**src/rtl/fp_divsqrt_arbiter.sv**
```systemverilog
// Round-robin arbiter sharing one iterative FP32 div/sqrt core among NUM_LANES lanes.
// Optional RESERVED-state watchdog enabled by defining FP_DIVSQRT_ARB_TIMEOUT_EN.
module fp_divsqrt_arbiter #(
  parameter int NUM_LANES      = 2,
  parameter int LANE_W         = (NUM_LANES > 1) ? $clog2(NUM_LANES) : 1,
  parameter int TIMEOUT_CYCLES = 64
) (
  input  logic                   clk,
  input  logic                   rst,
  input  logic [NUM_LANES-1:0]   reserveReq,
  input  logic [NUM_LANES-1:0]   req,
  input  logic [NUM_LANES-1:0]   isDivide,
  input  logic [NUM_LANES*32-1:0] dataInA,
  input  logic [NUM_LANES*32-1:0] dataInB,
  input  logic [NUM_LANES*3-1:0] rm,
  input  logic [NUM_LANES-1:0]   flush,
  input  logic [NUM_LANES-1:0]   releaseReq,
  output logic [NUM_LANES-1:0]   reserved,
  output logic [NUM_LANES-1:0]   finished,
  output logic [31:0]            dataOut,
  output logic [4:0]             fflagsOut,
  output logic                   coreStart,
  output logic                   coreIsDivide,
  output logic [31:0]            coreA,
  output logic [31:0]            coreB,
  output logic [2:0]             coreRm,
  output logic                   coreAbort,
  input  logic                   coreDone,
  input  logic [31:0]            coreResult,
  input  logic [4:0]             coreFFlags,
  output logic                   timeoutPulse
);

  typedef enum logic [1:0] {FREE, RESERVED, BUSY, FINISHED} state_t;

  state_t            state, nextState;
  logic [LANE_W-1:0] owner, nextOwner, rrPtr, nextRrPtr, grantIdx, cand;
  logic              grantValid, timeoutHit;
  logic [NUM_LANES-1:0] reservedNxt, finishedNxt;
  logic              startNxt, abortNxt, captureNxt;

  if (NUM_LANES < 1 || TIMEOUT_CYCLES < 1) begin : g_badParam
    $error("fp_divsqrt_arbiter: NUM_LANES and TIMEOUT_CYCLES must be >= 1");
  end

  // First requesting lane at or after rrPtr, wrapping around.
  always_comb begin
    grantValid = 1'b0;
    grantIdx   = '0;
    cand       = '0;
    for (int i = 0; i < NUM_LANES; i++) begin
      cand = LANE_W'((int'(rrPtr) + i) % NUM_LANES);
      if (!grantValid && reserveReq[cand]) begin
        grantValid = 1'b1;
        grantIdx   = cand;
      end
    end
  end

  always_ff @(posedge clk or posedge rst) begin
    if (rst) begin
      state <= FREE;
      owner <= '0;
      rrPtr <= '0;
    end else begin
      state <= nextState;
      owner <= nextOwner;
      rrPtr <= nextRrPtr;
    end
  end

  always_comb begin
    nextState = state;
    nextOwner = owner;
    nextRrPtr = rrPtr;
    case (state)
      FREE: begin
        if (grantValid) begin
          nextState = RESERVED;
          nextOwner = grantIdx;
          nextRrPtr = LANE_W'((int'(grantIdx) + 1) % NUM_LANES);
        end
      end
      RESERVED: begin
        if (flush[owner] || timeoutHit) nextState = FREE;
        else if (req[owner])            nextState = BUSY;
      end
      BUSY: begin
        if (flush[owner])  nextState = FREE;
        else if (coreDone) nextState = FINISHED;
      end
      FINISHED: begin
        if (releaseReq[owner] || flush[owner]) nextState = FREE;
      end
      default: nextState = FREE;
    endcase
  end

  // Outputs are derived from the upcoming state so they register in step with it.
  always_comb begin
    reservedNxt = '0;
    finishedNxt = '0;
    if (nextState != FREE)     reservedNxt[nextOwner] = 1'b1;
    if (nextState == FINISHED) finishedNxt[nextOwner] = 1'b1;
    startNxt   = (state == RESERVED) && (nextState == BUSY);
    abortNxt   = (state == BUSY) && flush[owner] && !coreDone;
    captureNxt = (state == BUSY) && (nextState == FINISHED);
  end

  always_ff @(posedge clk or posedge rst) begin
    if (rst) begin
      reserved     <= '0;
      finished     <= '0;
      coreStart    <= 1'b0;
      coreAbort    <= 1'b0;
      coreIsDivide <= 1'b0;
      coreA        <= '0;
      coreB        <= '0;
      coreRm       <= '0;
      dataOut      <= '0;
      fflagsOut    <= '0;
    end else begin
      reserved  <= reservedNxt;
      finished  <= finishedNxt;
      coreStart <= startNxt;
      coreAbort <= abortNxt;
      if (startNxt) begin
        coreIsDivide <= isDivide[owner];
        coreA        <= dataInA[owner*32 +: 32];
        coreB        <= dataInB[owner*32 +: 32];
        coreRm       <= rm[owner*3 +: 3];
      end
      if (captureNxt) begin
        dataOut   <= coreResult;
        fflagsOut <= coreFFlags;
      end
    end
  end

`ifdef FP_DIVSQRT_ARB_TIMEOUT_EN
  localparam int CNT_W = $clog2(TIMEOUT_CYCLES + 1);

  logic [CNT_W-1:0] waitCnt, waitCntNxt;
  logic             pulseNxt;

  // The pulse marks the final allowed RESERVED cycle; the FSM leaves at its end.
  always_comb begin
    waitCntNxt = (state == RESERVED) ? waitCnt + 1'b1 : '0;
    pulseNxt   = (nextState == RESERVED) && (waitCntNxt == CNT_W'(TIMEOUT_CYCLES - 1));
  end

  always_ff @(posedge clk or posedge rst) begin
    if (rst) begin
      waitCnt      <= '0;
      timeoutPulse <= 1'b0;
    end else begin
      waitCnt      <= waitCntNxt;
      timeoutPulse <= pulseNxt;
    end
  end

  assign timeoutHit = timeoutPulse;
`else
  assign timeoutHit   = 1'b0;
  assign timeoutPulse = 1'b0;
`endif

endmodule

```
**config.mk**
```make
export PLATFORM = sky130hd
export DESIGN_NAME = fp_divsqrt_arbiter
export DESIGN_NICKNAME = d
export VERILOG_FILES = /design/src/rtl/fp_divsqrt_arbiter.sv
export SDC_FILE = /design/constraint.sdc
export NUM_CORES = 1
export LEC_CHECK = 0
export BUFFER_PORTS_ARGS = -buffer_cell sky130_fd_sc_hd__buf_2
export CAP_MARGIN = 10
export CORE_AREA = 2 2 114 116
export CTS_BUF_LIST = sky130_fd_sc_hd__clkbuf_16
export DETAILED_ROUTE_END_ITERATION = 12
export DIE_AREA = 0 0 116 118
export GPL_TIMING_DRIVEN = 1
export PLACE_DENSITY_LB_ADDON = 0.12
export SLEW_MARGIN = 20
export SYNTH_ARGS = -nofsm -noshare
export SYNTH_HDL_FRONTEND = slang
export SYNTH_SLANG_ARGS = --single-unit
```
**constraint.sdc**
```tcl
create_clock -name clk -period 8.55 [get_ports clk]
set_input_delay 0.4275 -clock clk [delete_from_list [all_inputs] [get_ports clk]]
set_output_delay 0.4275 -clock clk [all_outputs]
set_load 0.005 [all_outputs]
```
### After elaboration in Yosys (flattened, before gate mapping)

Cells that the tools add are included.

| word-level totals | value |
|---|---|
| word-level logic and storage cells | 70 |
| output and inout port bits | 112 |
| register bits | 115 |
| input bits | 184 |

| cells by class | value |
|---|---|
| $lt $le $gt $ge | 5 |
| reductions and logical operators | 12 |
| mux-type cells | 29 |
| shifts and indexed selects | 3 |
| $mul | 1 |
| eq/ne operators | 5 |
| add/sub/neg operators | 2 |

Operator list:

| operator | number |
|---|---|
| $shiftx 64x7->32 | 2 |
| $mux 1 | 19 |
| $mux 2 | 8 |
| $eq 2x2->1 const B | 4 |
| $lt 1x2->1 const B | 4 |
| $pmux 2 s4 | 1 |
| $logic_and 1x1->1 | 6 |
| $shiftx 6x4->3 | 1 |
| $mul 1x2->3 const B | 1 |
| $add 1x1->1 const B | 2 |
| $eq 2x1->1 const B | 1 |
| $logic_not 1->1 | 2 |
| $logic_not 2->1 | 1 |
| $reduce_and 2->1 | 1 |
| $reduce_bool 2->1 | 1 |
| $demux 1 s1 | 1 |
| $ge 1x1->1 const B | 1 |
| $logic_or 1x1->1 | 1 |

### Longest topological paths before layout

| logic depth | value |
|---|---|
| word-level depth | 13 |
| mapped depth | 7 |
| gate-level depth less buffers | 4 |

### Worst setup path before layout

OpenSTA, ideal clock, no wires.

| timing | value |
|---|---|
| path type | register -> register |
| from | register owner |
| to | register coreB[19] |
| required time | 8,425 ps |
| path buffers | 4 |
| clock period less this slack | 1,785 ps |
| setup time | 125 ps |
| stages on the path, launching flop included | 8 |
| arrival | 1,660 ps |
| setup slack | 6,765 ps |
| cells stage by stage | dfrtp_1 -> buf_6 -> mux2i_4 -> and4b_1 -> buf_6 -> buf_6 -> buf_6 -> mux2_4 |

| between the ends | value |
|---|---|
| cells in the longest elaborated chain, start to end | 7 |
| elaborated cells between the ends (all ways) | 15 |
| those cells by class | eq/ne: 1; shift: 1; mux: 11; reduce/logical: 2 |

Ends and longest elaborated chain:

| element | RTL line | source |
|---|---|---|
| start: declaration | 37 | `logic [LANE_W-1:0] owner, nextOwner, rrPtr, nextRrPtr, grantIdx, cand;` |
| start signal: assignment | 67 | `owner <= nextOwner;` |
| $mux 1, on equally long branches (2 in a row) | n/a |  |
| $mux 2 / $logic_or 1x1->1 (equally long branches) | 86, 93 |  |
| $mux 2, on equally long branches | 85, 93 |  |
| $pmux 2 s4 * | 76 | `case (state)` |
| $eq 2x2->1 * | 105 | `startNxt = (state == RESERVED) && (nextState == BUSY);` |
| $logic_and 1x1->1 * | 105 |  |
| named net startNxt | 40 | `logic startNxt, abortNxt, captureNxt;` |
| end signal: assignment | 130 | `coreB <= dataInB[owner*32 +: 32];` |
| end: declaration | 25 | `output logic [31:0] coreB,` |

The timed path passes the listed nets; every way through them passes the cells marked *. The select of a mux whose other input is x is not followed.
A chain may end at the register's enable or synchronous reset.

### Worst setup path after layout

| timing | value |
|---|---|
| from | register owner |
| to | register coreRm[2] |

| between the ends | value |
|---|---|
| cells in the longest elaborated chain, start to end | 7 |
| elaborated cells between the ends (all ways) | 16 |
| those cells by class | mul: 1; eq/ne: 1; shift: 1; mux: 11; reduce/logical: 2 |

Ends and longest elaborated chain:

| element | RTL line | source |
|---|---|---|
| parallel branches: the longest is 7 deep, another holds $mul 1x2->3 | n/a |  |
| end signal: assignment | 131 | `coreRm <= rm[owner*3 +: 3];` |
| end: declaration | 26 | `output logic [2:0] coreRm,` |

Several ways; the timed one is not identified. The select of a mux whose other input is x is not followed.

==> out/qor.yml <==
status:
  status: "finished clean"
cts:
  cts_buffers: 17
  clkTransAtPathRegs_ns: 0.05
  htreeDepth: 4
  cts_sinks: 115
  ctsLongestPathBuffers: 2
  insertion_delay_ns: 0.40
  clk_root_buffer_cell: "clkbuf_16"
  cts_tree: "done"
  cts_hold_buf: 0
  postCtsResizedCells: 0
  cts_setup_buffers: 0
power_and_ir_drop:
  powerDensity_nw_per_um2: 345
  p_leak_nw: 3.68
  fin_total_pwr_mw: 2.53
  peakVddDrop_mv: 0.177
critical_path:
  reg2reg_depth: 4
  cpPeakStageDelay_ns: 1.04
  crit_chain: "mux2i_4 > and4b_4 > buf_12 > mux2_2"
  path_max_fanout: 73
  cp-end-kind: "flip-flop"
  start_kind: "flip-flop"
  crit_required_ns: 8.83
  cp_slowest_cell: "dfrtp_4"
  path_class: "flip-flop to flip-flop"
  worstPathArrival_ns: 3.19
global_routing:
  overflow: 0
  antenna_found_initial: 2
  grt_pass1_wl_mm: 19.9
  grt.total_usage_pct: 19.1
  grt_pass1_vias: 4084
  grt_max_degree: 74
timing:
  setup_violations: 0
  finalHoldViolCount: 0
  rsz0062_at_grt: "no"
  setup_ws_ns: 5.64
  relSlewSlack_pct: 36.8
  final_max_slew_viol_count: 0
  worst_slew_pin_slew_ns: 0.947
  fmax_ghz: 0.344
  worst_clock_skew_ns: 0.00900
  timing.hold.ws_ns: 0.123
  min_period_ns: 2.91
  fin_crit_sh_pct: 34.0
  tns_ns: 0
job:
  maxCapViolCount: 0
floorplanning:
  start_util_pct: 42.1
  die_w_um: 116
  rows: 41
  die_area_um2: 13700
  io_pins: 296
  core_um2: 12400
  die_y_um: 118
final_layout:
  drive_above_1_share_pct: 77.4
  finish.utilization_pct: 58.9
  layout-area-overhead-vs-synth_pct: 39.9
  nNetsFinal: 818
  fin_area_um2: 7320
  final_cell_count_no_fill: 819
  num-fill-cells: 1069
routing:
  drc: 0
  first_iter_violations: 98
  viasPerCell: 4.75
  first_pass_iters: 4
  drt_wl_total_mm: 12.8
  wl_per_cell_um: 15.6
  via_count: 3891
  antenna_left: 0
logic_synthesis:
  synth_most_common_cell: "mux2_2"
  synth_top_cell_by_area: "dfrtp_1"
  synth-edff-count: 0
  synth.distinct_cells: 30
  yosysSeqAreaShare_pct: 55.0
  synth_flop_cell: "dfrtp_1"
  synthTopCellsByArea: "dfrtp_1, mux2_2, mux2_4, buf_6, buf_2"
  ys_warn_count: 0
  synth_common_cells: "mux2_2, dfrtp_1, mux2_4, clkbuf_1, buf_2"
  yosys.area.top_type_share_pct: 55.0
  syn-cell-area_um2: 5230
  synth_nets: 523
  async_flop_share_pct: 100
  syn_avg_cell_area_um2: 15.4
  synth_seq_cells: 115
  syn_inst: 339
placement:
  dpl.cell_count: 786
  pre_cts_slack_ns: 5.37
  dp_hpwl_mm: 9.52
  io_buffers: 294
  place.gp.congestion: 0.744
  place_area_um2: 6810
hold_path:
  hold_path_class: "input pin to asynchronous set/reset pin"
## area by class of cell
type / count / area (um2) / area share (%)
inverter: 2 / 10.0 / 0.137
sequential: 115 / 2880 / 39.4
clock buffer: 17 / 425 / 5.81
multi-input combinational: 201 / 2220 / 30.3
antenna: 1 / 2.50 / 0.0342
clock inverter: 14 / 60.1 / 0.821
tap: 172 / 215 / 2.94
timing repair buffer: 297 / 1510 / 20.6
## state kept, by name, indices dropped and copies added, names as in the netlist
register	count
coreA	32
coreAbort	1
coreB	32
coreIsDivide	1
coreRm	3
coreStart	1
dataOut	32
fflagsOut	5
finished	2
owner	1
reserved	2
rrPtr	1
state	2
## routing by layer
metal	track usage, %	wire [um]
met1	20.0	4740
met2	33.4	6560
met3	7.31	1200
met4	8.71	271
met5	0	0
## critical path: cells and delay by family (launching register included)
family / cells / cell delay, ns
simple gates: 1 / 0.57
buf+inv: 1 / 0.31
mux: 2 / 0.82
flops: 1 / 1.04
## worst paths after layout
path                                    from                       to  slack [ns]
max                          owner$_DFF_PP0_    coreRm[2]$_DFFE_PP0P_        5.64
min                                      rst    coreB[22]$_DFFE_PP0P_        0.12
max reg2reg                  owner$_DFF_PP0_    coreRm[2]$_DFFE_PP0P_        5.64
min reg2reg                rrPtr$_DFFE_PP0P_        rrPtr$_DFFE_PP0P_        0.49
max in group asynchronous                rst  dataOut[23]$_DFFE_PP0P_        7.18
min in group clk                    coreDone      coreAbort$_DFF_PP0_        0.22
## cells in the final DEF, fill, tap and decap left out, drive strengths merged, types with 2 or more instances in the layout
| master | n |
|---|---|
| clkinv | 9 |
| buf | 297 |
| mux2i | 2 |
| a21oi | 3 |
| a41oi | 2 |
| dfrtp | 115 |
| nor2b | 2 |
| mux2 | 174 |
| nand4 | 2 |
| clkbuf | 17 |
| inv | 7 |
## cells by family after synthesis
family / share of synthesized area (%)
AOI/OAI and AO/OA: 1.17
muxes: 39.2
DFF: 55.0
buffers and inverters: 2.66
and+or+nand+nor: 1.82
other: 0.0717
## power breakdown
part | internal [mW] | switching, mW | leakage (nW)
combinational | 0.606 | 0.335 | 2.02
sequential | 0.812 | 0.195 | 1.41
clock | 0.354 | 0.223 | 0.264
(Power assumes the default switching activity.)
